### src/rtl/cache_fill_ctrl.sv
// Line-fill controller: fetches a missing line as NUM_BEATS beats, then writes it to the data array.
// Array writes appear one cycle after acceptance; the fill write takes priority and stalls stores for one cycle.
module cache_fill_ctrl #(
    parameter int NUM_WAYS         = 4,
    parameter int NUM_SETS         = 16,
    parameter int CACHE_LINE_BYTES = 64,
    parameter int BEAT_BYTES       = 16,
    parameter int ADDR_WIDTH       = 32
) (
    input  logic                            clk,
    input  logic                            rst_n,
    input  logic                            miss_valid,
    output logic                            miss_ready,
    input  logic [ADDR_WIDTH-1:0]           miss_addr,
    input  logic [$clog2(NUM_WAYS)-1:0]     miss_way_idx,
    input  logic [$clog2(NUM_SETS)-1:0]     miss_set_idx,
    output logic                            mem_req_valid,
    input  logic                            mem_req_ready,
    output logic [ADDR_WIDTH-1:0]           mem_req_addr,
    input  logic                            mem_resp_valid,
    input  logic [BEAT_BYTES*8-1:0]         mem_resp_data,
    input  logic                            store_valid,
    output logic                            store_ready,
    input  logic [$clog2(NUM_WAYS)-1:0]     store_way_idx,
    input  logic [$clog2(NUM_SETS)-1:0]     store_set_idx,
    input  logic [CACHE_LINE_BYTES*8-1:0]   store_data,
    output logic                            update_en,
    output logic [$clog2(NUM_WAYS)-1:0]     update_way_idx,
    output logic [$clog2(NUM_SETS)-1:0]     update_set_idx,
    output logic [CACHE_LINE_BYTES*8-1:0]   update_data,
    output logic                            fill_done
);
    localparam int NUM_BEATS = CACHE_LINE_BYTES / BEAT_BYTES;
    localparam int LINE_BITS = CACHE_LINE_BYTES * 8;
    localparam int BEAT_BITS = BEAT_BYTES * 8;
    localparam int WL        = $clog2(NUM_WAYS);
    localparam int SL        = $clog2(NUM_SETS);
    localparam int OFS       = $clog2(CACHE_LINE_BYTES);
    localparam int BW        = (NUM_BEATS > 1) ? $clog2(NUM_BEATS) : 1;

    typedef enum logic [1:0] {IDLE, REQ, COLLECT, WRITE} state_t;

    state_t                state_q, state_d;
    logic [BW-1:0]         beat_q, beat_d;
    logic [WL-1:0]         way_q, way_d;
    logic [SL-1:0]         set_q, set_d;
    logic [ADDR_WIDTH-1:0] addr_q, addr_d;
    logic [LINE_BITS-1:0]  line_q;
    logic                  beat_wr;
    logic                  upd_en_q, upd_en_d;
    logic [WL-1:0]         upd_way_q, upd_way_d;
    logic [SL-1:0]         upd_set_q, upd_set_d;
    logic [LINE_BITS-1:0]  upd_data_q, upd_data_d;
    logic                  fill_done_q, fill_done_d;
    logic                  unused_ofs;

    // Byte offset within the line never reaches memory.
    assign unused_ofs = ^miss_addr[OFS-1:0];

    assign miss_ready     = (state_q == IDLE);
    assign store_ready    = (state_q != WRITE);
    assign mem_req_valid  = (state_q == REQ);
    assign mem_req_addr   = addr_q;
    assign update_en      = upd_en_q;
    assign update_way_idx = upd_way_q;
    assign update_set_idx = upd_set_q;
    assign update_data    = upd_data_q;
    assign fill_done      = fill_done_q;

    always_comb begin
        state_d     = state_q;
        beat_d      = beat_q;
        way_d       = way_q;
        set_d       = set_q;
        addr_d      = addr_q;
        beat_wr     = 1'b0;
        upd_en_d    = 1'b0;
        fill_done_d = 1'b0;
        upd_way_d   = upd_way_q;
        upd_set_d   = upd_set_q;
        upd_data_d  = upd_data_q;
        case (state_q)
            IDLE: begin
                if (miss_valid) begin
                    way_d   = miss_way_idx;
                    set_d   = miss_set_idx;
                    addr_d  = {miss_addr[ADDR_WIDTH-1:OFS], {OFS{1'b0}}};
                    state_d = REQ;
                end
            end
            REQ: begin
                if (mem_req_ready) begin
                    beat_d  = '0;
                    state_d = COLLECT;
                end
            end
            COLLECT: begin
                if (mem_resp_valid) begin
                    beat_wr = 1'b1;
                    if (beat_q == BW'(NUM_BEATS - 1)) begin
                        beat_d  = '0;
                        state_d = WRITE;
                    end else begin
                        beat_d = beat_q + 1'b1;
                    end
                end
            end
            WRITE: begin
                upd_en_d    = 1'b1;
                fill_done_d = 1'b1;
                upd_way_d   = way_q;
                upd_set_d   = set_q;
                upd_data_d  = line_q;
                state_d     = IDLE;
            end
            default: state_d = IDLE;
        endcase
        // store_ready is low in WRITE, so a store never collides with the fill write.
        if (store_valid && state_q != WRITE) begin
            upd_en_d   = 1'b1;
            upd_way_d  = store_way_idx;
            upd_set_d  = store_set_idx;
            upd_data_d = store_data;
        end
    end

    always_ff @(posedge clk or negedge rst_n) begin
        if (!rst_n) begin
            state_q     <= IDLE;
            beat_q      <= '0;
            way_q       <= '0;
            set_q       <= '0;
            addr_q      <= '0;
            upd_en_q    <= 1'b0;
            upd_way_q   <= '0;
            upd_set_q   <= '0;
            fill_done_q <= 1'b0;
        end else begin
            state_q     <= state_d;
            beat_q      <= beat_d;
            way_q       <= way_d;
            set_q       <= set_d;
            addr_q      <= addr_d;
            upd_en_q    <= upd_en_d;
            upd_way_q   <= upd_way_d;
            upd_set_q   <= upd_set_d;
            fill_done_q <= fill_done_d;
        end
    end

    // Data paths are left unreset; every beat slot is rewritten before a fill uses it.
    always_ff @(posedge clk) begin
        if (beat_wr) begin
            line_q[int'(beat_q)*BEAT_BITS +: BEAT_BITS] <= mem_resp_data;
        end
        upd_data_q <= upd_data_d;
    end

endmodule

### config.mk
export PLATFORM = sky130hd
export DESIGN_NAME = cache_fill_ctrl
export DESIGN_NICKNAME = d
export VERILOG_FILES = /design/src/rtl/cache_fill_ctrl.sv
export SDC_FILE = /design/constraint.sdc
export NUM_CORES = 1
export LEC_CHECK = 0
export BUFFER_PORTS_ARGS = -buffer_cell sky130_fd_sc_hd__buf_4
export CORE_AREA = 5 5 483 485
export DETAILED_ROUTE_END_ITERATION = 8
export DIE_AREA = 0 0 488 490
export GPL_TIMING_DRIVEN = 0
export PLACE_DENSITY_LB_ADDON = 0.25
export SLEW_MARGIN = 30
export SYNTH_ARGS = -nofsm -noshare
export SYNTH_HDL_FRONTEND = slang
export SYNTH_SLANG_ARGS = --single-unit
### constraint.sdc
create_clock -name clk -period 9.55 [get_ports clk]
set_clock_uncertainty 0.05 [all_clocks]
set_input_delay 1.91 -clock clk [delete_from_list [all_inputs] [get_ports clk]]
set_output_delay 1.91 -clock clk [all_outputs]
set_load 0.05 [all_outputs]
[Yosys cells after proc, flatten, opt, wreduce, memory -nomap -nowiden]
Cells that the tools add are included.
Word-level totals
  register bits after elaboration: 1068
  input bits: 690
  output and inout port bits: 555
Operators by class
  $add $sub $neg: 2
  equality and inequality tests: 9
  shift operators: 2
  muxes and demuxes: 20
  reduce and logical (&&, ||, !) cells: 7
Operators by type and width (number)
  $mux W512: 2
  $bwmux W512: 1
  $shift A128 B33 Y512 const A: 1
  $shiftx A128 B33 Y512: 1
  $neg A9 Y33: 1
  $mux W2: 9
  $mux W4: 2
  $ne A2 B2 Y1 const B: 4
  $pmux W2 S4: 1
  $eq A2 B2 Y1 const B: 3
  $mux W1: 4
  $pmux W2 S2: 1
  $reduce_and A4 Y1: 1
  $reduce_bool A2 Y1: 2
  $reduce_and A3 Y1: 1
  $add A2 B1 Y2 const B: 1
  $eq A2 B1 Y1 const B: 1
  $logic_not A2 Y1: 1
  $ne A2 B1 Y1 const B: 1
  $reduce_and A2 Y1: 1
  $logic_and A1 B1 Y1: 1

[Longest topological paths before layout]
Gate-level depths: netlist (run 1).
  depth after elaboration: 4
  depth in mapped cells: 7
  depth with buffers taken out: 5

[Worst setup path before layout (run 1)]
Ideal clock, no wire load.
  path kind: input -> register
  start point: input port store_valid
  end point: register upd_en_q (netlist: update_en)
  library setup time: 0.792 ns
  data arrival time: 8.210 ns
  required time: 8.708 ns
  slack: 0.498 ns
  stages on the path: 2
  buffers on the path: 1
  path through: buf_4 -> or2_2
On the way
  longest elaborated chain between the ends: 2
RTL lines
  start: declaration: line 22  | input logic store_valid,
  $logic_and A1 B1 Y1: line 119  | if (store_valid && state_q != WRITE) begin
  $mux W1: line 119
  named net upd_en_d: line 50  | logic upd_en_q, upd_en_d;
  end signal: assignment: line 144  | upd_en_q <= upd_en_d;
  end: declaration: line 50
The timed path passes the listed nets, and every way through them passes these cells.
A chain may end at the register's enable or synchronous reset.

[Final worst setup path (run 1)]
  start point: register state_q[0]
  end point: output port store_ready
On the way
  longest elaborated chain between the ends: 1
RTL lines
  start: declaration: line 43  | state_t state_q, state_d;
  start signal: assignment: line 139  | state_q <= state_d;
  $ne A2 B2 Y1: line 61  | assign store_ready = (state_q != WRITE);
  end: declaration: line 23  | output logic store_ready,
Every way passes these cells.

==> results of run 1 <==
power by group:
group	internal (uW)	switching, uW	leakage [uW]
registers	6320	340	0.0106
logic	2120	5180	0.0112
clock network	2930	2210	0.00209
worst paths after layout:
kind	slack, ps	cells after the start	end
min in group asynchronous	1120	1	mem_req_addr[7]
max reg2reg	6090	7	line_q[454]
max	5440	3	store_ready
max in group asynchronous	7820	1	mem_req_addr[16]
min reg2reg	440	2	update_set_idx[2]
min	440	2	update_set_idx[2]
kinds of logic (layout without fill, tap and decap cells):
group,count (synthesis),after routing,share of synthesized area
adder cells (fa/ha/maj),10,10,0.00294
buffers and inverters,128,1657,0.0214
AO/OA/AOI/OAI,12,12,0.00206
other,1,82,0.0000882
flip-flops,1068,1068,0.749
AND/OR/NAND/NOR,540,540,0.0789
multiplexers,551,551,0.146
registers in the layout, summed over array words and instances (netlist names):
name,count
update_data,512
update_set_idx,4
set_q,4
mem_req_addr,26
fill_done,1
way_q,2
update_way_idx,2
state_q,2
update_en,1
beat_q,2
line_q,512
routing by layer:
| layer | vias up | wire (um) |
|---|---|---|
| li1 | 11600 | - |
| met1 | 14200 | 95300 |
| met2 | 1535 | 123000 |
| met3 | 244 | 24800 |
| met4 | 26 | 4780 |
| met5 | - | 189 |
tightest hold or removal path, delay by kind of cell, from the launching register on:
family / cells / cell delay [ps]
DFF: 1 / 340
and+or+nand+nor: 1 / 50
AOI/OAI and AO/OA: 1 / 60
synthesized netlist by cell type, types with 6 or more instances:
| cell type | n | area, sq um |
|---|---|---|
| buf_6 | 48 | 541 |
| buf_2 | 9 | 45.0 |
| clkbuf_1 | 43 | 161 |
| inv_1 | 7 | 26.3 |
| clkbuf_2 | 9 | 45.0 |
| buf_4 | 12 | 90.1 |
| ha_1 | 10 | 125 |
| nand2_1 | 8 | 30.0 |
| mux2_2 | 545 | 6140 |
| mux2i_1 | 6 | 60.1 |
| and2_1 | 512 | 3200 |
| dfrtp_1 | 44 | 1100 |
| o21ai_0 | 6 | 30.0 |
| edfxtp_1 | 1024 | 30700 |
metrics by stage:
step | util | setup slack [ps] | cells | power [uW]
after floorplan | - | 498 | 2315 | 10500
after global placement | 0.243 | -4690 | 6572 | 14200
after detailed placement | 0.250 | 5300 | 6630 | 14200
after CTS | 0.269 | 5280 | 6870 | 19500
after global routing | 0.269 | 5320 | 6896 | 19800
final | 0.269 | 5440 | 6946 | 19100
cell type report:
type                            instances  area [sq um]  share of cell area
Sequential cell                      1068         31900               0.517
Inverter                                7          26.3            0.000426
Clock inverter                         68           704              0.0114
Timing Repair Buffer                 1289         10600               0.172
Tap cell                             3026          3790              0.0614
Buffer                                121          1010              0.0165
Clock buffer                          172          3630              0.0589
Antenna cell                           76           190             0.00309
Multi-Input combinational cell       1119          9810               0.159
==> run summary, run 1 <==
outcome: finished, violations left
violated checks: antenna violations
min-delay src: set_q[2]
pin count of the biggest net entering global routing: 47
pwr/cell area: 310 nW/um^2
met1 GRT Util: 0.240
most frequent cells in the layout: buf_4 (1244), edfxtp_1 (1024), mux2_2 (545)
vias per cell: 3.97
Reg2Reg Launch Point: beat_q[0]
Max VDD drop: 212 uV
first-pass GRT wire length: 308 mm
post_cts resized: 0
CP Data Required Time: 7590 ps
leakage: 0.0239 uW
Die Ht: 490 um
initial antenna violation count: 94
number of global-route vias before repair: 28300
Hold Fails Final Rpt: 0
CP top delay family: adder cells
met2 Track Usage GR: 0.349
busiest grt layer: met2
final instance area: 61600 sq um
Rel. slew slack: 0.362
post-synthesis cell type count: 31
area of the die: 239000 sq um
Initial Util: 0.186
CTS Sinks: 1068
GRT Util Overall: 0.200
CTS Hold Bufs: 0
Period minus WS final: 4110 ps
# port buffers: 1231
Post-synth EDFFs: 1024
clk buf depth: 3
worst path bufs/invs: 2
# DRC: 0
io pins: 1245
#FFs+latches synth: 1068
Pins Over Slew Limit: 0
critical path arrival: 2150 ps
commonest non-fill, non-tap cell in the layout: buf_4
Rows: 176
crit path from: state_q[0]
Placement Cell Area: 57100 sq um
Worst Path Max Fanout: 6
crit end category: primary output
Via Count: 27600
share of post-route cells with drive strength above 1: 0.560
final wirelength: 248 mm
clock root cell: clkbuf_16
Worst setup SP type: flip-flop
Setup Viol. Count Final: 0
later-pin clock latency in the skew report: 770 ps
CTS tree: yes
unrepaired setup endpoints after global routing: false
ys async rst share: 0.0412
M3 GR Usage: 0.0680
Core ar.: 229000 sq um
YS warnings: 0
Worst-Margin Slew: 956 ps
area added between synthesis and finish: 45.0%
GRT Residual Overflow: 0
slowest CP cell: ha_1
Seq/Total Area, Yosys: 0.749
clk slew on worst S/H paths: 60 ps
total clock buffers created by CTS: 136
Die X-Extent: 488 um
max incr delay on CP: 510 ps
Pre-antenna DRT Iters: 7
CP Class: flip-flop to primary output
final hold slack: 437 ps
TNS Setup: 0 ps
Post-Syn Area per Cell: 18.4 sq um
worst min-delay path class: flip-flop to flip-flop
final antenna-violating net count: 1
synthesized instance count: 2310
post-CTS setup buffer count: 0
Max Freq: 243 MHz
netlist area before placement: 42500 sq um
post-DP HPWL: 191 mm
ys flop type: edfxtp_1
post-DR wirelength/cell: 35.7 um
H-tree levels: 4
max cap viols: 0
FILL cells: 23500
Final #Nets: 4442
worst-path cell chain: ha_1 -> inv_1 -> buf_4
starting DRC count in detailed routing: 2289
Final Cycle Share: 0.431
RePlAce Congestion: 0.834
Note: power is estimated with default switching activity, not from simulation.
==> inputs of run 2 (changes only) <==
==> constraint.sdc (replaced) <==
create_clock -name clk -period 3.99 [get_ports clk]
set_clock_uncertainty 0.05 [all_clocks]
set_input_delay 0.798 -clock clk [delete_from_list [all_inputs] [get_ports clk]]
set_output_delay 0.798 -clock clk [all_outputs]
set_load 0.05 [all_outputs]
==> run 2 against run 1 <==
The run now ends clean. Final cell count about the same. Worst hold slack got worse by 240 ps. Flip-flop and latch count did not move. Total power up 140%. Critical path type is now flip-flop to flip-flop. Critical endpoint is now line_q[243].
==> run summary, run 2 (synthesis gave the netlist of run 1 again) <==
outcome: finished, final reports clean
Final #Nets: 4440
clock root cell: clkbuf_16
CTS tree: yes
clk slew on worst S/H paths: 60 ps
Placed Instances: 6625
Hold Fails Final Rpt: 0
# port buffers: 1231
Max Freq: 290 MHz
worst-path cell chain: inv_1 -> ha_1 -> nand2b_1 -> nor2_2 -> clkbuf_2 -> clkbuf_2 -> and2_1
starting DRC count in detailed routing: 2423
worst min-delay path class: primary input to flip-flop
Pre-antenna DRT Iters: 5
Rows: 176
GRT Util Overall: 0.200
Period minus WS final: 3440 ps
Placement Cell Area: 57000 sq um
io pins: 1245
critical path arrival: 4030 ps
Setup Viol. Count Final: 0
area of the die: 239000 sq um
max incr delay on CP: 790 ps
later-pin clock latency in the skew report: 790 ps
worst path bufs/invs: 3
max cap viols: 0
post-DP HPWL: 190 mm
Via Count: 27600
GRT Residual Overflow: 0
CP Data Required Time: 4570 ps
multi-input logic area: 9810 sq um
Max VDD drop: 607 uV
unrepaired setup endpoints after global routing: false
Final Cycle Share: 0.863
Worst-Margin Slew: 977 ps
final wirelength: 248 mm
clk buf depth: 3
leakage: 0.0239 uW
FF/Latch Area: 31900 sq um
Initial Util: 0.186
pin count of the biggest net entering global routing: 45
Die X-Extent: 488 um
RePlAce Congestion: 0.843
Core ar.: 229000 sq um
CP top delay family: buffers and inverters
Die Ht: 490 um
pwr/cell area: 743 nW/um^2
most frequent cells in the layout: buf_4 (1242), edfxtp_1 (1024), mux2_2 (545)
first-pass GRT wire length: 309 mm
final hold slack: 198 ps
Pins Over Slew Limit: 0
CTS Sinks: 1068
commonest non-fill, non-tap cell in the layout: buf_4
share of post-route cells with drive strength above 1: 0.560
# DRC: 0
post-DR wirelength/cell: 35.7 um
H-tree levels: 4
slowest CP cell: clkbuf_2
final instance area: 61600 sq um
vias per cell: 3.98
FILL cells: 23700
Critical Path Most Common Cell: clkbuf_2
Rel. slew slack: 0.349
CP Class: flip-flop to flip-flop
crit end category: flip-flop
final antenna-violating net count: 0
Layout Cells excl Fill: 6943
initial antenna violation count: 91
area added between synthesis and finish: 44.9%
total clock buffers created by CTS: 138
number of global-route vias before repair: 28300
Worst Path Max Fanout: 13
post-CTS setup buffer count: 0
Worst setup SP type: flip-flop
==> run 2: power by group <==
part           internal [uW]  switching (uW)
sequential             15100             769
clock                   7190            5380
combinational           5010           12300
==> run 2: cell type report <==
type,count,area share
Inverter,7,0.000427
Multi-Input combinational cell,1119,0.159
Clock inverter,78,0.0123
Clock buffer,174,0.0598
Antenna cell,65,0.00264
Buffer,121,0.0168
Timing Repair Buffer,1285,0.170
Tap cell,3026,0.0615
Sequential cell,1068,0.517
==> run 2: final timing paths <==
path | from | end | slack [ps] | cells after the start
worst max-delay path | beat_q[0] | line_q[243] | 550 | 7
worst min-delay path | miss_addr[28] | mem_req_addr[28] | 200 | 2
worst max register to register | beat_q[0] | line_q[243] | 550 | 7
worst min register to register | way_q[0] | update_way_idx[0] | 440 | 2
max in group asynchronous | rst_n | mem_req_addr[17] | 2790 | 2
min in group asynchronous | rst_n | mem_req_addr[6] | 550 | 2
==> run 2: what timing repair did <==
| action | CTS | global route |
|---|---|---|
| hold endpoints to repair | 44 | 0 |
| resized for setup | 0 | 0 |
| hold buffers | 1 | 0 |
==> run 2: routing by layer <==
layer,GRT usage,up-vias,part of all wire
met1,0.239,14200,0.39
met5,0,-,0.00064
met3,0.0712,261,0.098
met2,0.344,1540,0.49
li1,-,11600,-
met4,0.0458,26,0.020
==> run 2: through the flow <==
stage          worst slack [ps]   TNS, ps  total power (uW)   util
3_5_place_dp                565         0             33900  0.249
4_1_cts                     529         0             46800  0.269
3_3_place_gp              -4480  -2727870             33500  0.243
5_1_grt                     460         0             47500  0.269
2_1_floorplan             -1120   -576650             25000      -
6_report                    546         0             45800  0.269
==> inputs of run 3 (changes only) <==
--- a/config.mk
+++ b/config.mk
@@ -6,9 +6,9 @@
 export NUM_CORES = 1
 export LEC_CHECK = 0
 export BUFFER_PORTS_ARGS = -buffer_cell sky130_fd_sc_hd__buf_4
-export CORE_AREA = 5 5 483 485
+export CORE_AREA = 5 5 485 487
 export DETAILED_ROUTE_END_ITERATION = 8
-export DIE_AREA = 0 0 488 490
+export DIE_AREA = 0 0 490 492
 export GPL_TIMING_DRIVEN = 0
 export PLACE_DENSITY_LB_ADDON = 0.25
 export SLEW_MARGIN = 30
==> constraint.sdc (replaced) <==
create_clock -name clk -period 4.4 [get_ports clk]
set_clock_uncertainty 0.05 [all_clocks]
set_input_delay 1.1 -clock clk [delete_from_list [all_inputs] [get_ports clk]]
set_output_delay 1.1 -clock clk [all_outputs]
set_load 0.05 [all_outputs]
==> run 3 against run 2 <==
Setup slack improved by 350 ps. Clock-buffer cell count is 3 higher. Combinational power shrank 9%. Total power fell by 9.7%. Sequential share of layout area about the same. Final cell count about the same. Critical path type unchanged. Critical endpoint is now line_q[214]. Largest power group unchanged.
==> run summary, run 3 (synthesis gave the netlist of run 1 again) <==
final instance area: 61500 sq um
Final Cycle Share: 0.797
Via Count: 27600
Die Ht: 492 um
Die X-Extent: 490 um
leakage: 0.0239 uW
initial antenna violation count: 99
first-pass GRT wire length: 310 mm
Final #Nets: 4443
most frequent cells in the layout: buf_4 (1242), edfxtp_1 (1024), mux2_2 (545)
final wirelength: 249 mm
slowest CP cell: buf_2
# DRC: 0
Hold Fails Final Rpt: 0
CTS Sinks: 1068
Layout Cells excl Fill: 6942
Pre-antenna DRT Iters: 5
CTS tree: yes
post_cts resized: 0
outcome: finished, final reports clean
post-CTS setup buffer count: 0
worst min-delay path class: primary input to async pin
CP top delay family: buffers and inverters
CP Class: flip-flop to flip-flop
H-tree levels: 4
Worst Path Max Fanout: 15
crit end category: flip-flop
Placed Instances: 6646
Rows: 177
max incr delay on CP: 840 ps
Pins Over Slew Limit: 0
CTS Hold Bufs: 0
Setup Viol. Count Final: 0
RePlAce Congestion: 0.850
pin count of the biggest net entering global routing: 46
worst path bufs/invs: 4
CP Data Required Time: 5000 ps
clk slew on worst S/H paths: 60 ps
post-DR wirelength/cell: 35.8 um
Max VDD drop: 472 uV
starting DRC count in detailed routing: 2155
Max Freq: 285 MHz
# port buffers: 1231
Critical Path Most Common Cell: inv_1
GRT Util Overall: 0.199
Total Power: 41300 uW
share of post-route cells with drive strength above 1: 0.557
Rel. slew slack: 0.357
total clock buffers created by CTS: 138
Worst-Margin Slew: 958 ps
post-DP HPWL: 192 mm
Core ar.: 231000 sq um
Worst setup SP type: flip-flop
number of global-route vias before repair: 28200
Period minus WS final: 3510 ps
final antenna-violating net count: 0
clk buf depth: 3
critical path arrival: 4110 ps
area added between synthesis and finish: 44.7%
max cap viols: 0
FILL cells: 23900
clock root cell: clkbuf_16
Placement Cell Area: 57100 sq um
commonest non-fill, non-tap cell in the layout: buf_4
worst-path cell chain: inv_1 -> ha_1 -> inv_1 -> nor2_2 -> clkbuf_2 -> buf_2 -> and2_1
later-pin clock latency in the skew report: 800 ps
pwr/cell area: 672 nW/um^2
area of the die: 241000 sq um
vias per cell: 3.98
unrepaired setup endpoints after global routing: false
GRT Residual Overflow: 0
Initial Util: 0.184
io pins: 1245
-- run 3: changes by cell type in the layout (fill, tap and decap cells not counted), moves of 2 or more --
cell	change
diode_2	-18
clkinv_2	-9
clkinv_1	+7
clkbuf_1	+5
clkinv_4	-5
clkinvlp_4	+5
clkbuf_4	-4
buf_12	+3
clkbuf_2	+3
clkbuf_8	-3
buf_16	+2
bufinv_16	-2
-- run 3: path summary, 6_finish.rpt --
path | endpoint | start | cells after the start | slack [ps]
hold reg to reg | update_way_idx[1] | way_q[1] | 2 | 430
hold / removal | fill_done | rst_n | 1 | 290
max in group asynchronous | update_en | rst_n | 1 | 3500
min in group clk | update_way_idx[1] | way_q[1] | 2 | 430
setup reg to reg | line_q[214] | beat_q[0] | 7 | 890
setup / recovery | line_q[214] | beat_q[0] | 7 | 890
-- run 3: layout make-up --
| type | instances | area (sq um) | area share |
|---|---|---|---|
| Antenna cell | 47 | 118 | 0.00191 |
| Buffer | 121 | 1030 | 0.0167 |
| Clock buffer | 177 | 3680 | 0.0599 |
| Clock inverter | 72 | 646 | 0.0105 |
| Inverter | 7 | 26.3 | 0.000427 |
| Multi-Input combinational cell | 1119 | 9810 | 0.159 |
| Sequential cell | 1068 | 31900 | 0.517 |
| Tap cell | 3043 | 3810 | 0.0619 |
| Timing Repair Buffer | 1288 | 10600 | 0.172 |
-- run 3: metrics by stage --
stage	util	hold slack (ps)	worst slack, ps	TNS, ps
6_report	0.266	287	892	0
5_1_grt	0.266	260	634	0
4_1_cts	0.266	216	665	0
3_5_place_dp	0.247	431	675	0
3_3_place_gp	0.241	420	-4150	-2493470
2_1_floorplan	-	398	-1020	-521250
-- run 3: worst register-to-register path: stages (launching register included) --
cell and delay (ps):
dfrtp_1 490, inv_1 180, ha_1 430, inv_1 90, nor2_2 220, clkbuf_2 760
buf_2 860, and2_1 300
-- run 3: report_power, final --
part           switching, uW  total, uW  internal, uW
Clock                   4790      11200          6370
Sequential               717      14400         13700
Combinational          11100      15700          4590
Total                  16700      41300         24700
-- run 3: layer usage --
| metal | share of wire | track usage | vias up |
|---|---|---|---|
| met5 | 0.00047 | 0 | - |
| met3 | 0.092 | 0.0696 | 276 |
| met2 | 0.50 | 0.347 | 1572 |
| met1 | 0.39 | 0.238 | 14200 |
| li1 | - | - | 11600 |
| met4 | 0.020 | 0.0383 | 18 |
